### src/rtl/dm_arbiter_if.sv
// Bus bundle between the two data-memory requesters, the arbiter and the
// data memory. The arbiter takes the slave view; the requesters/memory side
// (or a testbench standing in for them) takes the master view.
interface dm_arbiter_if #(
    parameter int AW = 10,
    parameter int DW = 32
);
    // Port A (CPU)
    logic          req_a;
    logic          we_a;
    logic          lock_a;
    logic [AW-1:0] addr_a;
    logic [DW-1:0] wdata_a;
    logic          gnt_a;
    logic          rvalid_a;
    logic [DW-1:0] rdata_a;

    // Port B (loader / debug)
    logic          req_b;
    logic          we_b;
    logic [AW-1:0] addr_b;
    logic [DW-1:0] wdata_b;
    logic          gnt_b;
    logic          rvalid_b;
    logic [DW-1:0] rdata_b;

    // Data memory side
    logic [AW-1:0] dm_add;
    logic [DW-1:0] dm_in;
    logic          dm_we;
    logic          dm_re;
    logic [DW-1:0] dm_out;

    // Contention statistics
    logic [15:0]   conflict_cnt;

    modport slave (
        input  req_a, we_a, lock_a, addr_a, wdata_a,
        input  req_b, we_b, addr_b, wdata_b,
        input  dm_out,
        output gnt_a, rvalid_a, rdata_a,
        output gnt_b, rvalid_b, rdata_b,
        output dm_add, dm_in, dm_we, dm_re,
        output conflict_cnt
    );

    modport master (
        output req_a, we_a, lock_a, addr_a, wdata_a,
        output req_b, we_b, addr_b, wdata_b,
        output dm_out,
        input  gnt_a, rvalid_a, rdata_a,
        input  gnt_b, rvalid_b, rdata_b,
        input  dm_add, dm_in, dm_we, dm_re,
        input  conflict_cnt
    );
endinterface

### src/rtl/dm_arbiter.sv
// Two-port data-memory arbiter. Port A (CPU) and port B (loader/debug) share
// one single-port memory with one-cycle read latency. Contention is resolved
// round-robin; port A may lock the memory across a read-modify-write so that
// port B cannot slip in between the read and the write-back.
module dm_arbiter #(
    parameter int AW = 10,
    parameter int DW = 32
) (
    input  logic         clk,
    input  logic         rst_n,
    dm_arbiter_if.slave  bus
);

    typedef enum logic { ARB, LOCK_A } state_e;
    typedef enum logic { PORT_A, PORT_B } port_e;

    state_e        state_q, state_d;
    port_e         last_gnt_q, last_gnt_d;
    logic          rvalid_a_q, rvalid_a_d;
    logic          rvalid_b_q, rvalid_b_d;
    logic [15:0]   conflict_cnt_q, conflict_cnt_d;

    logic          gnt_a, gnt_b;
    logic [AW-1:0] dm_add;
    logic [DW-1:0] dm_in;
    logic          dm_we, dm_re;

    // Grant selection, lock tracking and round-robin pointer update
    // NOTE: every signal written here gets a default first, so no path through the block can infer a latch.
    always_comb begin
        gnt_a      = 1'b0;
        gnt_b      = 1'b0;
        state_d    = state_q;
        last_gnt_d = last_gnt_q;

        // Nothing is issued to memory during the reset cycle.
        if (rst_n) begin
            case (state_q)
                ARB: begin
                    if (bus.req_a && bus.req_b) begin
                        gnt_a = (last_gnt_q == PORT_B);
                        gnt_b = !gnt_a;
                    end else begin
                        gnt_a = bus.req_a;
                        gnt_b = bus.req_b;
                    end
                end
                LOCK_A: begin
                    // B stays blocked even while A is idle mid-sequence.
                    gnt_a = bus.req_a;
                end
                default: ;
            endcase

            if (gnt_a) begin
                last_gnt_d = PORT_A;
            end else if (gnt_b) begin
                last_gnt_d = PORT_B;
            end

            // Each A grant decides whether A keeps the memory afterwards.
            if (gnt_a) begin
                state_d = bus.lock_a ? LOCK_A : ARB;
            end
        end
    end

    // Steer the granted port's command onto the memory interface
    always_comb begin
        dm_add = '0;
        dm_in  = '0;
        dm_we  = 1'b0;
        dm_re  = 1'b0;
        if (gnt_a) begin
            dm_add = bus.addr_a;
            dm_in  = bus.wdata_a;
            dm_we  = bus.we_a;
            dm_re  = !bus.we_a;
        end else if (gnt_b) begin
            dm_add = bus.addr_b;
            dm_in  = bus.wdata_b;
            dm_we  = bus.we_b;
            dm_re  = !bus.we_b;
        end
    end

    // Read-return tracking and saturating conflict counter
    always_comb begin
        rvalid_a_d     = gnt_a && !bus.we_a;
        rvalid_b_d     = gnt_b && !bus.we_b;
        conflict_cnt_d = conflict_cnt_q;
        if (bus.req_a && bus.req_b && (conflict_cnt_q != 16'hFFFF)) begin
            conflict_cnt_d = conflict_cnt_q + 16'd1;
        end
    end

    // State registers with synchronous active-low reset
    // NOTE: sequential state uses non-blocking assignments so every flop samples pre-edge values.
    always_ff @(posedge clk) begin
        if (!rst_n) begin
            state_q        <= ARB;
            last_gnt_q     <= PORT_B;
            rvalid_a_q     <= 1'b0;
            rvalid_b_q     <= 1'b0;
            conflict_cnt_q <= 16'd0;
        end else begin
            state_q        <= state_d;
            last_gnt_q     <= last_gnt_d;
            rvalid_a_q     <= rvalid_a_d;
            rvalid_b_q     <= rvalid_b_d;
            conflict_cnt_q <= conflict_cnt_d;
        end
    end

    assign bus.gnt_a        = gnt_a;
    assign bus.gnt_b        = gnt_b;
    assign bus.dm_add       = dm_add;
    assign bus.dm_in        = dm_in;
    assign bus.dm_we        = dm_we;
    assign bus.dm_re        = dm_re;
    assign bus.rvalid_a     = rvalid_a_q;
    assign bus.rvalid_b     = rvalid_b_q;
    assign bus.rdata_a      = rvalid_a_q ? bus.dm_out : '0;
    assign bus.rdata_b      = rvalid_b_q ? bus.dm_out : '0;
    assign bus.conflict_cnt = conflict_cnt_q;

endmodule

### src/flat_wrapper.sv
// flat-port wrapper written by rule: the top's interface ports become plain ports
module dm_arbiter_flat 
#(
    parameter int AW = 10,
    parameter int DW = 32
)
  (clk, rst_n, bus_req_a, bus_we_a, bus_lock_a, bus_addr_a, bus_wdata_a, bus_req_b, bus_we_b, bus_addr_b, bus_wdata_b, bus_dm_out, bus_gnt_a, bus_rvalid_a, bus_rdata_a, bus_gnt_b, bus_rvalid_b, bus_rdata_b, bus_dm_add, bus_dm_in, bus_dm_we, bus_dm_re, bus_conflict_cnt);
  dm_arbiter_if #(.AW(AW), .DW(DW)) bus_i ();
  input  logic clk;
  input  logic rst_n;
  input wire logic [$bits(bus_i.req_a)-1:0] bus_req_a;
  input wire logic [$bits(bus_i.we_a)-1:0] bus_we_a;
  input wire logic [$bits(bus_i.lock_a)-1:0] bus_lock_a;
  input wire logic [$bits(bus_i.addr_a)-1:0] bus_addr_a;
  input wire logic [$bits(bus_i.wdata_a)-1:0] bus_wdata_a;
  input wire logic [$bits(bus_i.req_b)-1:0] bus_req_b;
  input wire logic [$bits(bus_i.we_b)-1:0] bus_we_b;
  input wire logic [$bits(bus_i.addr_b)-1:0] bus_addr_b;
  input wire logic [$bits(bus_i.wdata_b)-1:0] bus_wdata_b;
  input wire logic [$bits(bus_i.dm_out)-1:0] bus_dm_out;
  output wire logic [$bits(bus_i.gnt_a)-1:0] bus_gnt_a;
  output wire logic [$bits(bus_i.rvalid_a)-1:0] bus_rvalid_a;
  output wire logic [$bits(bus_i.rdata_a)-1:0] bus_rdata_a;
  output wire logic [$bits(bus_i.gnt_b)-1:0] bus_gnt_b;
  output wire logic [$bits(bus_i.rvalid_b)-1:0] bus_rvalid_b;
  output wire logic [$bits(bus_i.rdata_b)-1:0] bus_rdata_b;
  output wire logic [$bits(bus_i.dm_add)-1:0] bus_dm_add;
  output wire logic [$bits(bus_i.dm_in)-1:0] bus_dm_in;
  output wire logic [$bits(bus_i.dm_we)-1:0] bus_dm_we;
  output wire logic [$bits(bus_i.dm_re)-1:0] bus_dm_re;
  output wire logic [$bits(bus_i.conflict_cnt)-1:0] bus_conflict_cnt;
  assign bus_i.req_a = bus_req_a;
  assign bus_i.we_a = bus_we_a;
  assign bus_i.lock_a = bus_lock_a;
  assign bus_i.addr_a = bus_addr_a;
  assign bus_i.wdata_a = bus_wdata_a;
  assign bus_i.req_b = bus_req_b;
  assign bus_i.we_b = bus_we_b;
  assign bus_i.addr_b = bus_addr_b;
  assign bus_i.wdata_b = bus_wdata_b;
  assign bus_i.dm_out = bus_dm_out;
  assign bus_gnt_a = bus_i.gnt_a;
  assign bus_rvalid_a = bus_i.rvalid_a;
  assign bus_rdata_a = bus_i.rdata_a;
  assign bus_gnt_b = bus_i.gnt_b;
  assign bus_rvalid_b = bus_i.rvalid_b;
  assign bus_rdata_b = bus_i.rdata_b;
  assign bus_dm_add = bus_i.dm_add;
  assign bus_dm_in = bus_i.dm_in;
  assign bus_dm_we = bus_i.dm_we;
  assign bus_dm_re = bus_i.dm_re;
  assign bus_conflict_cnt = bus_i.conflict_cnt;
  dm_arbiter #(.AW(AW), .DW(DW)) u_core (.clk(clk), .rst_n(rst_n), .bus(bus_i));
endmodule
### config.mk
export PLATFORM = sky130hd
export DESIGN_NAME = dm_arbiter_flat
export DESIGN_NICKNAME = d
export VERILOG_FILES = /design/src/rtl/dm_arbiter_if.sv /design/src/rtl/dm_arbiter.sv /design/src/flat_wrapper.sv
export SDC_FILE = /design/constraint.sdc
export NUM_CORES = 1
export LEC_CHECK = 0
export ABC_AREA = 1
export CORE_AREA = 5 5 93 95
export CTS_BUF_LIST = sky130_fd_sc_hd__clkbuf_2
export DETAILED_ROUTE_END_ITERATION = 8
export DIE_AREA = 0 0 98 100
export PLACE_DENSITY = 0.92
export SLEW_MARGIN = 40
export SYNTH_ARGS = -nofsm -noshare
export SYNTH_HDL_FRONTEND = slang
export SYNTH_SLANG_ARGS = --single-unit
### constraint.sdc
create_clock -name clk -period 3.8 [get_ports clk]
set_input_delay 0.95 -clock clk [delete_from_list [all_inputs] [get_ports clk]]
set_output_delay 0.95 -clock clk [all_outputs]
set_load 0.02 [all_outputs]
# After elaboration in Yosys (flattened, before gate mapping)
# Index checks and enable logic that the tools add are counted.
# op_classes
add_sub_neg,1
eq_ne,1
mux,21
bitwise,1
n_reduce_logical,8
# op_table
operator,n
32-bit two-way mux,4
10-bit two-way mux,2
16-bit by 1-bit adder with 16-bit output (second input constant),1
16-bit inequality test (second input constant),1
1-bit two-way mux,14
1-bit logical AND,4
1-bit zero test,3
1-bit one-hot mux with 2 select lines,1
2-bit nonzero test,1
1-bit inverter,1
# totals
reg_bits,20
word_cells,37

# Depth between registers and ports, before layout
# Gate-level depths: netlist of the first run.
# depth
ltp_word,7
mapped_depth,9
depth_no_buf,9

# Worst setup path after synthesis of the first run
# Ideal clock, no wire load.
# synth_timing
path_type,input port to output port
from,input port rst_n
to,output port bus_dm_we
t_arrival_ps,2041
required_time_ps,2850
slack_ps,809
path_stages,6
path_buffers,2
cell_sequence,buf_2 -> nand3_1 -> inv_2 -> buf_2 -> nand2_1 -> a21oi_1
# synth_via
elab_chain_cells,3
elab_cells_between_ends,4
classes_between,mux: 4
# synth_lines
item,line,text
start: declaration,flat_wrapper.sv:10,input logic rst_n;
1-bit two-way mux,dm_arbiter.sv:37,if (rst_n) begin
net bus_gnt_b,flat_wrapper.sv:24,output wire logic [$bits(bus_i.gnt_b)-1:0] bus_gnt_b;
1-bit two-way mux,dm_arbiter.sv:79,end else if (gnt_b) begin
1-bit two-way mux,dm_arbiter.sv:74,if (gnt_a) begin
end: declaration,flat_wrapper.sv:29,output wire logic [$bits(bus_i.dm_we)-1:0] bus_dm_we;
# The timed path passes the listed nets, and every way through them passes these cells.

# Worst setup path in the final report of the first run
# layout_timing
from,input port bus_req_b
to,output port bus_dm_re
# layout_via
elab_chain_cells,7
elab_cells_between_ends,11
classes_between,mux: 10; reduce/logical: 1
# layout_lines
item,line,text
start: declaration,flat_wrapper.sv:16,input wire logic [$bits(bus_i.req_b)-1:0] bus_req_b;
1-bit logical AND,dm_arbiter.sv:40,if (bus.req_a && bus.req_b) begin
1-bit two-way mux,dm_arbiter.sv:40,
1-bit two-way mux,dm_arbiter.sv:38,case (state_q)
1-bit two-way mux (2 in a row),dm_arbiter.sv:37,
1-bit two-way mux,dm_arbiter.sv:79,
1-bit two-way mux *,dm_arbiter.sv:74,
end: declaration,flat_wrapper.sv:30,output wire logic [$bits(bus_i.dm_re)-1:0] bus_dm_re;
# Mark *: on every way between the ends. The rest lies on a longest branch, timed or not. The select of a mux whose other input is x is not followed.

==> impl_metrics.toml, run 1 <==
[setup_path]
path_class = "primary input to primary output"
cp.required_ns = 2.85
r2r_start = "u_core.bus.conflict_cnt[0]"
worstPathMaxFanout = 2
end_kind = "primary output"
rr_worst_depth = 7
arrival_ns = 2.68
startpoint_type = "primary input"
r2r_end = "u_core.bus.conflict_cnt[2]"
reg2reg_slack_ns = 2.04

[clocking]
cts_hold_buffers = 0
cts_tree = "done"
cts_max_level = 1
path_clk_slew_ns = 0.20
clkLatencyLatePin_ns = 0.33
post_cts_buffers = 0
cts_inserted_buffers = 3
clock_sinks = 20
clockBufferDepth = 2
cts-root-buf = "clkbuf_2"
cts_resized = 1

[timing]
finalCritPeriodShare_pct = 95.5
rsz0062_at_grt = "false"
setup_viol = 0
fmax_ghz = 0.276
period_needed_ns = 3.63
finClkSkew_ns = 0.00322
slew_headroom_pct = 69.3
finalHoldViolCount = 0
timing.hold.ws_ns = 0.512
max_slew.worst_pin.slew_ns = 0.461
slew_violations = 0

[run_status]
outcome = "finished, final reports clean"

[finish]
post-route-util_pct = 63.0
areaGrowthSynthToFinish_pct = 135
diodes = 0
nets = 723
fin_area_sq_um = 4820
drive_above_1_share_pct = 6.35

[synthesis]
syn_area_sq_um = 2060
synthesis.nets = 475
avgSynthCellArea_sq_um = 5.86
synth-seq-cells = 20
ys_types = 23
synth.yosys.warnings = 0
syn_inst = 351
ys_seq_area_share_pct = 19.5

[global_routing]
grtUsageTotal_pct = 22.7
grt_first_pass_wirelength_um = 17700
grt_pass1_vias = 3198
grt_max_degree = 44
gr-total-overflow = 0
grt_antenna_before_repair = 4

[worst_hold_path]
worstHoldPathType = "register to register"
min_path_cells = 1
holdCritStartpoint = "u_core.state_q"
holdPathEnd = "u_core.state_q"

[drt]
drt_iter0_markers = 69
postRouteWirelength_um = 12400
met1_length_um = 4150
via_per_inst = 4.63
wl_met3_um = 1510
wl_per_cell_um = 17.7
top_layer_used = "met5"
post-route-drc-count = 0
wl_met2_um = 6310
first_pass_iters = 4
via_count = 3241
postRouteAntennaNets = 0

[job]
max_cap_violations = 0

[floorplan]
fp.coreArea_sq_um = 7650
rows = 32
die_y_um = 100
initial_core_util_pct = 26.9
chipWidth_um = 98
ioPinCount = 251
dieArea_sq_um = 9800

[placed_design]
dpl_cell_area_sq_um = 4700
io_buffers = 250
place.gp.congestion = 0.975
dpl.hpwl_um = 10500

[power]
power_mw = 0.733
power_density_nw_per_um2 = 152
p_leak_nw = 2.88
vdd_ir_drop_max_mv = 0.113
## cells in the final DEF (no fill, tap or decap)
cell type,instances
nand2_2,8
a21oi_2,6
nor2_2,4
dlymetal6s2s_1,41
dlygate4sd2_1,1
nand2_1,112
inv_1,77
xnor2_1,2
clkinv_1,1
nor2_1,24
nand3_1,12
a22o_1,43
o21ai_4,1
buf_4,9
o22ai_1,1
a21oi_1,7
xor2_1,4
buf_12,2
a31oi_1,1
inv_2,2
clkdlybuf4s50_1,207
nand3b_1,1
dfxtp_1,20
nor2_4,3
clkbuf_2,3
nand4_1,5
ha_1,1
## metal layers
layer,GRT usage [%],vias to the layer above
met1,22.3,1442
li1,-,1588
met3,11.4,34
met5,0,-
met2,41.9,169
met4,6.71,8
## critical path, cell delays in order
cell	delay [ns]
clkdlybuf4s50_1	0.48
inv_1	0.04
nor2_1	0.11
nand3_1	0.11
buf_4	0.15
o22ai_1	0.16
clkdlybuf4s50_1	0.66
## final cells by class
class,count,area (sq um)
fill,641,2830
timing repair buffer,260,2700
multi-input combinational,235,1280
sequential,20,400
inverter,79,297
tap,102,128
clock buffer,3,15.0
clock inverter,1,3.75
## worst max path at each step
| stage | from | to | slack [ns] | cells past startpoint |
|---|---|---|---|---|
| final | bus_req_b | bus_dm_re | 0.17 | 7 |
| after global routing | bus_req_b | bus_gnt_b | 0.04 | 7 |
| after CTS | bus_req_b | bus_dm_in[24] | 0.0009 | 8 |
| after detailed placement | bus_req_b | bus_dm_in[18] | -0.009 | 8 |
| after global placement | bus_req_b | bus_dm_in[18] | 0.03 | 8 |
| after floorplan | rst_n | bus_dm_we | 0.81 | 6 |
## report_power, final
part           internal (mW)  leakage, nW  total [mW]  switching [mW]
registers              0.214        0.162       0.217         0.00344
clock network         0.0229       0.0140      0.0929          0.0700
logic                  0.236         2.71       0.422           0.186
total                  0.473         2.88       0.733           0.260
## metrics by stage
stage,setup WS (ns),TNS [ns],cells
floorplan,0.809,0,351
global placement,0.0288,0,696
detailed placement,-0.00943,-0.00943,696
CTS,0.000870,0,700
global route,0.0436,0,700
finish,0.171,0,700
## synthesized netlist by cell type
cell	n	area (sq um)
nor2_4	3	33.8
a31oi_1	1	6.26
nor2_1	24	90.1
nand2_1	112	420
nand4_1	5	31.3
xor2_1	4	35.0
dfxtp_1	20	400
a22o_1	43	377
nand3b_1	1	7.51
ha_1	1	12.5
o21ai_4	1	16.3
xnor2_1	2	17.5
o22ai_1	1	6.26
inv_1	77	289
nand2_2	8	50.1
clkbuf_1	7	26.3
nand3_1	12	60.1
a21oi_1	7	35.0
nor2_2	4	25.0
buf_6	1	11.3
buf_2	9	45.0
inv_2	2	7.51
a21oi_2	6	52.6
## state kept, by name, summed over array words and instances, names as in the netlist
register,cells
u_core.last_gnt_q,1
u_core.bus.conflict_cnt,16
u_core.bus.rvalid_a,1
u_core.bus.rvalid_b,1
u_core.state_q,1
## cells by family (layout without fill, tap and decap cells)
family / count (synthesis) / count (layout) / synth area share [%]
AND/OR/NAND/NOR: 169 / 169 / 34.9
buffers and inverters: 96 / 343 / 18.4
AO/OA/AOI/OAI: 59 / 59 / 24.0
flip-flops: 20 / 20 / 19.5
XOR/XNOR: 6 / 6 / 2.56
adder cells (fa/ha/maj): 1 / 1 / 0.609
Note: power is estimated with default switching activity, not from simulation.
==> run 2, diff against run 1 <==
CTS_CLUSTER_DIAMETER = 30   (was unset)
==> results of run 2 <==
Same layout as run 1: the final DEF is identical, and so are final timing and power.
==> patch 1, RTL diff (flow settings as in run 2) <==
`AW` is set to 10 in 3 places; all go to 9.
--- a/src/rtl/dm_arbiter_if.sv
+++ b/src/rtl/dm_arbiter_if.sv
@@ -3,5 +3,5 @@
 // (or a testbench standing in for them) takes the master view.
 interface dm_arbiter_if #(
-    parameter int AW = 10,
+    parameter int AW = 9,
     parameter int DW = 32
 );
--- a/src/rtl/dm_arbiter.sv
+++ b/src/rtl/dm_arbiter.sv
@@ -4,5 +4,5 @@
 // port B cannot slip in between the read and the write-back.
 module dm_arbiter #(
-    parameter int AW = 10,
+    parameter int AW = 9,
     parameter int DW = 32
 ) (
--- a/src/flat_wrapper.sv
+++ b/src/flat_wrapper.sv
@@ -2,5 +2,5 @@
 module dm_arbiter_flat 
 #(
-    parameter int AW = 10,
+    parameter int AW = 9,
     parameter int DW = 32
 )
Ports: changed (resized bus_addr_a, bus_addr_b and bus_dm_add); port bits go from 251 to 248. No check against the original RTL was run, so the function may have changed too.
==> patch 1 against run 2 <==
Area after synthesis shrank 2.1%. Fmax fell by 0.50%. Largest power group unchanged. Sequential cell count unchanged. Critical path depth is the same. Total power decreased by 3.1%. Routed wire length decreased by 6.4%. Die area unchanged. Cell area is 2.3% lower. Setup slack worse by 18 ps.
==> patch 1: results (changes against run 2) <==
status=finished, final reports clean (unchanged); Placed Area=0.00461 mm^2 (was 0.00470 mm^2); RR Endpoint=u_core.bus.conflict_cnt[1] (was u_core.bus.conflict_cnt[2]); initial drt markers=96 (was 69); Worst Hold Path EP=u_core.last_gnt_q (was u_core.state_q); deepest clock path buffer count=2 (unchanged); total number of vias=3,198 (was 3,241); gr usage total=21.4% (was 22.7%); dpl hpwl=9830 um (was 10,500 um); IO Port Bufs=247 (was 250); Fill cells=666 (was 641); maximum vdd drop=0.124 mV (was 0.113 mV); P_leak=2.79 nW (was 2.88 nW); Routed wire per std cell=16.7 um (was 17.7 um); synth cell count leaders=118 x nand2_1, 77 x inv_1, 42 x a22o_1 (was 112 x nand2_1, 77 x inv_1, 43 x a22o_1); register area share after synthesis=19.9% (was 19.5%); reg2reg setup slack=2080 ps (was 2040 ps); NetSw=0.000246 W (was 0.000260 W); Worst Reg2Reg Path Length in Cells=7 (unchanged); Final nets=714 (was 723); Synth Area per Inst=5.75 um^2 (was 5.86 um^2); Final Wtd Congestion=0.932 (was 0.975); Post-CTS Resized=4 (was 1); hold depth=2 (was 1); Hold Crit Start=u_core.last_gnt_q (was u_core.state_q); Clock Skews=11.8 ps (was 3.22 ps); Min-Delay Path Class=flop to flop (unchanged); number of instances in the placed design=689 (was 696); Synth area leaders=nand2_1 22%, dfxtp_1 20%, a22o_1 18% (was nand2_1 20%, dfxtp_1 19%, a22o_1 18%); Arrival @ worst endpoint=2700 ps (was 2680 ps); fraction of layout cells with a size suffix above 1=4.07% (was 6.35%)
## patch 1: cells by family after synthesis
logic type                 share of synthesized area (%)
adders and majority gates                          0.621
buffers and inverters                               18.8
xor gates and xnor gates                            2.61
DFF                                                 19.9
and+or+nand+nor                                     34.9
AOI/OAI and AO/OA                                   23.1
## patch 1: critical path, delay by kind of cell
family                 cells  cell delay (ps)
buffers and inverters      4             1340
AOI/OAI and AO/OA          1              150
and+or+nand+nor            2              260
## patch 1: cell type report
type / count / share of cell area [%]
repair buffers: 254 / 56.0
multi-input cells: 234 / 26.2
flip-flops and latches: 20 / 8.50
inverters: 79 / 6.30
well taps: 102 / 2.71
clock buffers: 3 / 0.319
## patch 1: through the flow
stage | setup slack, ps | hold slack (ps) | power (W) | util [%] | TNS, ps
3_3_place_gp | 35.5 | 465 | 0.000629 | 60.2 | 0
4_1_cts | 2.72 | 500 | 0.000719 | 60.4 | 0
5_1_grt | 17.1 | 550 | 0.000748 | 61.6 | 0
6_report | 153 | 505 | 0.000710 | 61.6 | 0
2_1_floorplan | 820 | 450 | 0.000375 | - | 0
3_5_place_dp | -11.7 | 476 | 0.000636 | 60.2 | -20.0
## patch 1: routing by layer
metal / part of all wire, % / GRT usage (%) / wire length (um) / vias up
met5: 0.34 / 0 / 39 / -
li1: - / - / - / 1572
met4: 2.4 / 4.47 / 276 / 6
met1: 35 / 22.1 / 3990 / 1427
met2: 50 / 39.0 / 5780 / 171
met3: 13 / 10.6 / 1480 / 22
## patch 1: how the worst max path moves through the flow
stage	slack, ps	endpoint
6_report	150	bus_dm_re
5_1_grt	20	bus_dm_re
4_1_cts	3	bus_dm_in[13]
3_5_place_dp	-10	bus_dm_in[31]
3_3_place_gp	40	bus_dm_in[31]
2_1_floorplan	820	bus_dm_we
## patch 1: power groups by stage
stage / Combinational, W / Sequential, W / Clock, W
finish: 0.000406 / 0.000217 / 0.0000864
global route: 0.000429 / 0.000218 / 0.000102
CTS: 0.000414 / 0.000217 / 0.0000880
detailed placement: 0.000415 / 0.000221 / 0
global placement: 0.000408 / 0.000221 / 0
floorplan: 0.000151 / 0.000224 / 0
==> patch 2, RTL diff (config.mk and constraints of run 2) <==
Without the edit above. Make the reset (`rst_n`) asynchronous in one clocked block. Comments in the files are not updated.
--- a/src/rtl/dm_arbiter.sv
+++ b/src/rtl/dm_arbiter.sv
@@ -97,5 +97,5 @@
     // State registers with synchronous active-low reset
     // NOTE: sequential state uses non-blocking assignments so every flop samples pre-edge values.
-    always_ff @(posedge clk) begin
+    always_ff @(posedge clk or negedge rst_n) begin
         if (!rst_n) begin
             state_q        <= ARB;
Check against the original RTL: differs if rst_n is asserted again (counterexample within 4 cycles, from zero or initial values and one cycle with rst_n low); with rst_n held inactive, the same outputs for 10 cycles.
==> patch 2 against run 2 <==
Global-route usage fell by 0.92 points. Total power rose by 46%. Area after synthesis rose by 4.7%. Sequential cell count did not move. First-iteration DRC count rose by 29%. Setup slack improved by 36 ps. Routed wire length fell by 5.4%. Cell area rose by 1.3%. Critical endpoint is now bus_gnt_b. Largest cell class unchanged. Largest power group unchanged.
==> patch 2: results (changes against run 2) <==
Worst Hold Path EP=u_core.state_q (unchanged); routed wl met2=5920 um (was 6310 um); worst hold slack=565 ps (was 512 ps); top sig layer=met4 (was met5); Seq power=0.000294 W (was 0.000217 W); Pint=0.000623 W (was 0.000473 W); synth cell count leaders=125 x nand2_1, 78 x inv_1, 42 x a22o_1 (was 112 x nand2_1, 77 x inv_1, 43 x a22o_1); Crit Path Max Fanout=45 (was 2); register area share after synthesis=23.3% (was 19.5%); max reg flops=16 (unchanged); P_leak=3.00 nW (was 2.88 nW); DP Worst Slack=35.2 ps (was -9.43 ps); Clock Pin Slew Worst Setup and Hold Paths=190 ps; Post-CTS Setup Bufs=0 (unchanged); gr usage total=21.8% (was 22.7%); Hold Crit Start=u_core.state_q (unchanged); Synth area leaders=dfrtp_1 22%, nand2_1 22%, a22o_1 17% (was nand2_1 20%, dfxtp_1 19%, a22o_1 18%); max incr delay on CP=660 ps (about the same); Synth Area per Inst=6.17 um^2 (was 5.86 um^2); ys async rst share=100% (was 0%); Arrival @ worst endpoint=2640 ps (was 2680 ps); maximum vdd drop=0.246 mV (was 0.113 mV); vias in the first global route=3,278 (was 3,198); fraction of layout cells with a size suffix above 1=5.72% (was 6.35%); clock buffer count from CTS=3 (unchanged); final total power=0.00107 W (was 0.000733 W); dpl hpwl=10,100 um (was 10,500 um); initial drt markers=89 (was 69); Worst Reg2Reg Path Length in Cells=8 (was 7); Final Wtd Congestion=0.939 (was 0.975); number of instances in the placed design=692 (was 696); largest net degree at the start of global routing=46 (was 44); Clock Skews=17.6 ps (was 3.22 ps); IO Port Bufs=250 (unchanged); CP endpoint=bus_gnt_b (was bus_dm_re); Worst-Margin Slew=452 ps (was 461 ps); antenna violations before repair=0 (was 4); Final nets=719 (was 723); met3 WL=1290 um (was 1510 um); clock share of power=8.6% (was 12.7%); FF-to-FF Start=u_core.bus.conflict_cnt[0] (unchanged); Antenna diodes=0 (unchanged); status=finished, final reports clean (unchanged); hold depth=2 (was 1); Placed Area=0.00476 mm^2 (was 0.00470 mm^2); Yosys cell types=28 (was 23); Routed wire per std cell=16.8 um (was 17.7 um); RR Endpoint=u_core.bus.conflict_cnt[3] (was u_core.bus.conflict_cnt[2]); WL met1=4170 um (was 4150 um); global-route wire length before repair=17,100 um (was 17,700 um); YS warnings=0 (unchanged); total number of vias=3,205 (was 3,241); via/cell ratio=4.60 (was 4.63); Syn Nets=473 (was 475); deepest clock path buffer count=2 (unchanged); Final Hold Vio Count=0 (unchanged); H-Tree Depth=1 (unchanged); min cycle time layout=3590 ps (was 3630 ps); Post-CTS Resized=0 (was 1)
-- patch 2: worst reg2reg max path, stage by stage, from the launching register on --
cell	delay, ps
dfrtp_1	470
ha_1	290
inv_1	120
nor2_4	60
nand2_4	90
nor2_2	60
nor2_4	360
nand2_1	140
o21ai_0	110
-- patch 2: logic make-up after synthesis --
group                    share of synthesized area (%)
AO/OA/AOI/OAI                                     22.5
XOR/XNOR                                          2.44
adder cells (fa/ha/maj)                          0.581
buffers and inverters                             18.1
flip-flops                                        23.3
AND/OR/NAND/NOR                                   33.1
-- patch 2: routing by layer --
layer  up-vias  global-route usage [%]
li1       1573                       -
met1      1437                    23.1
met2       175                    41.3
met3        20                    6.74
met4         0                    6.50
met5         -                       0
-- patch 2: area by class of cell --
type	instances	area, um^2
inverters	80	300
fillers	635	2760
well taps	102	128
clock buffers	3	15.0
repair buffers	257	2680
flip-flops and latches	20	502
clock inverters	1	3.75
multi-input cells	233	1260
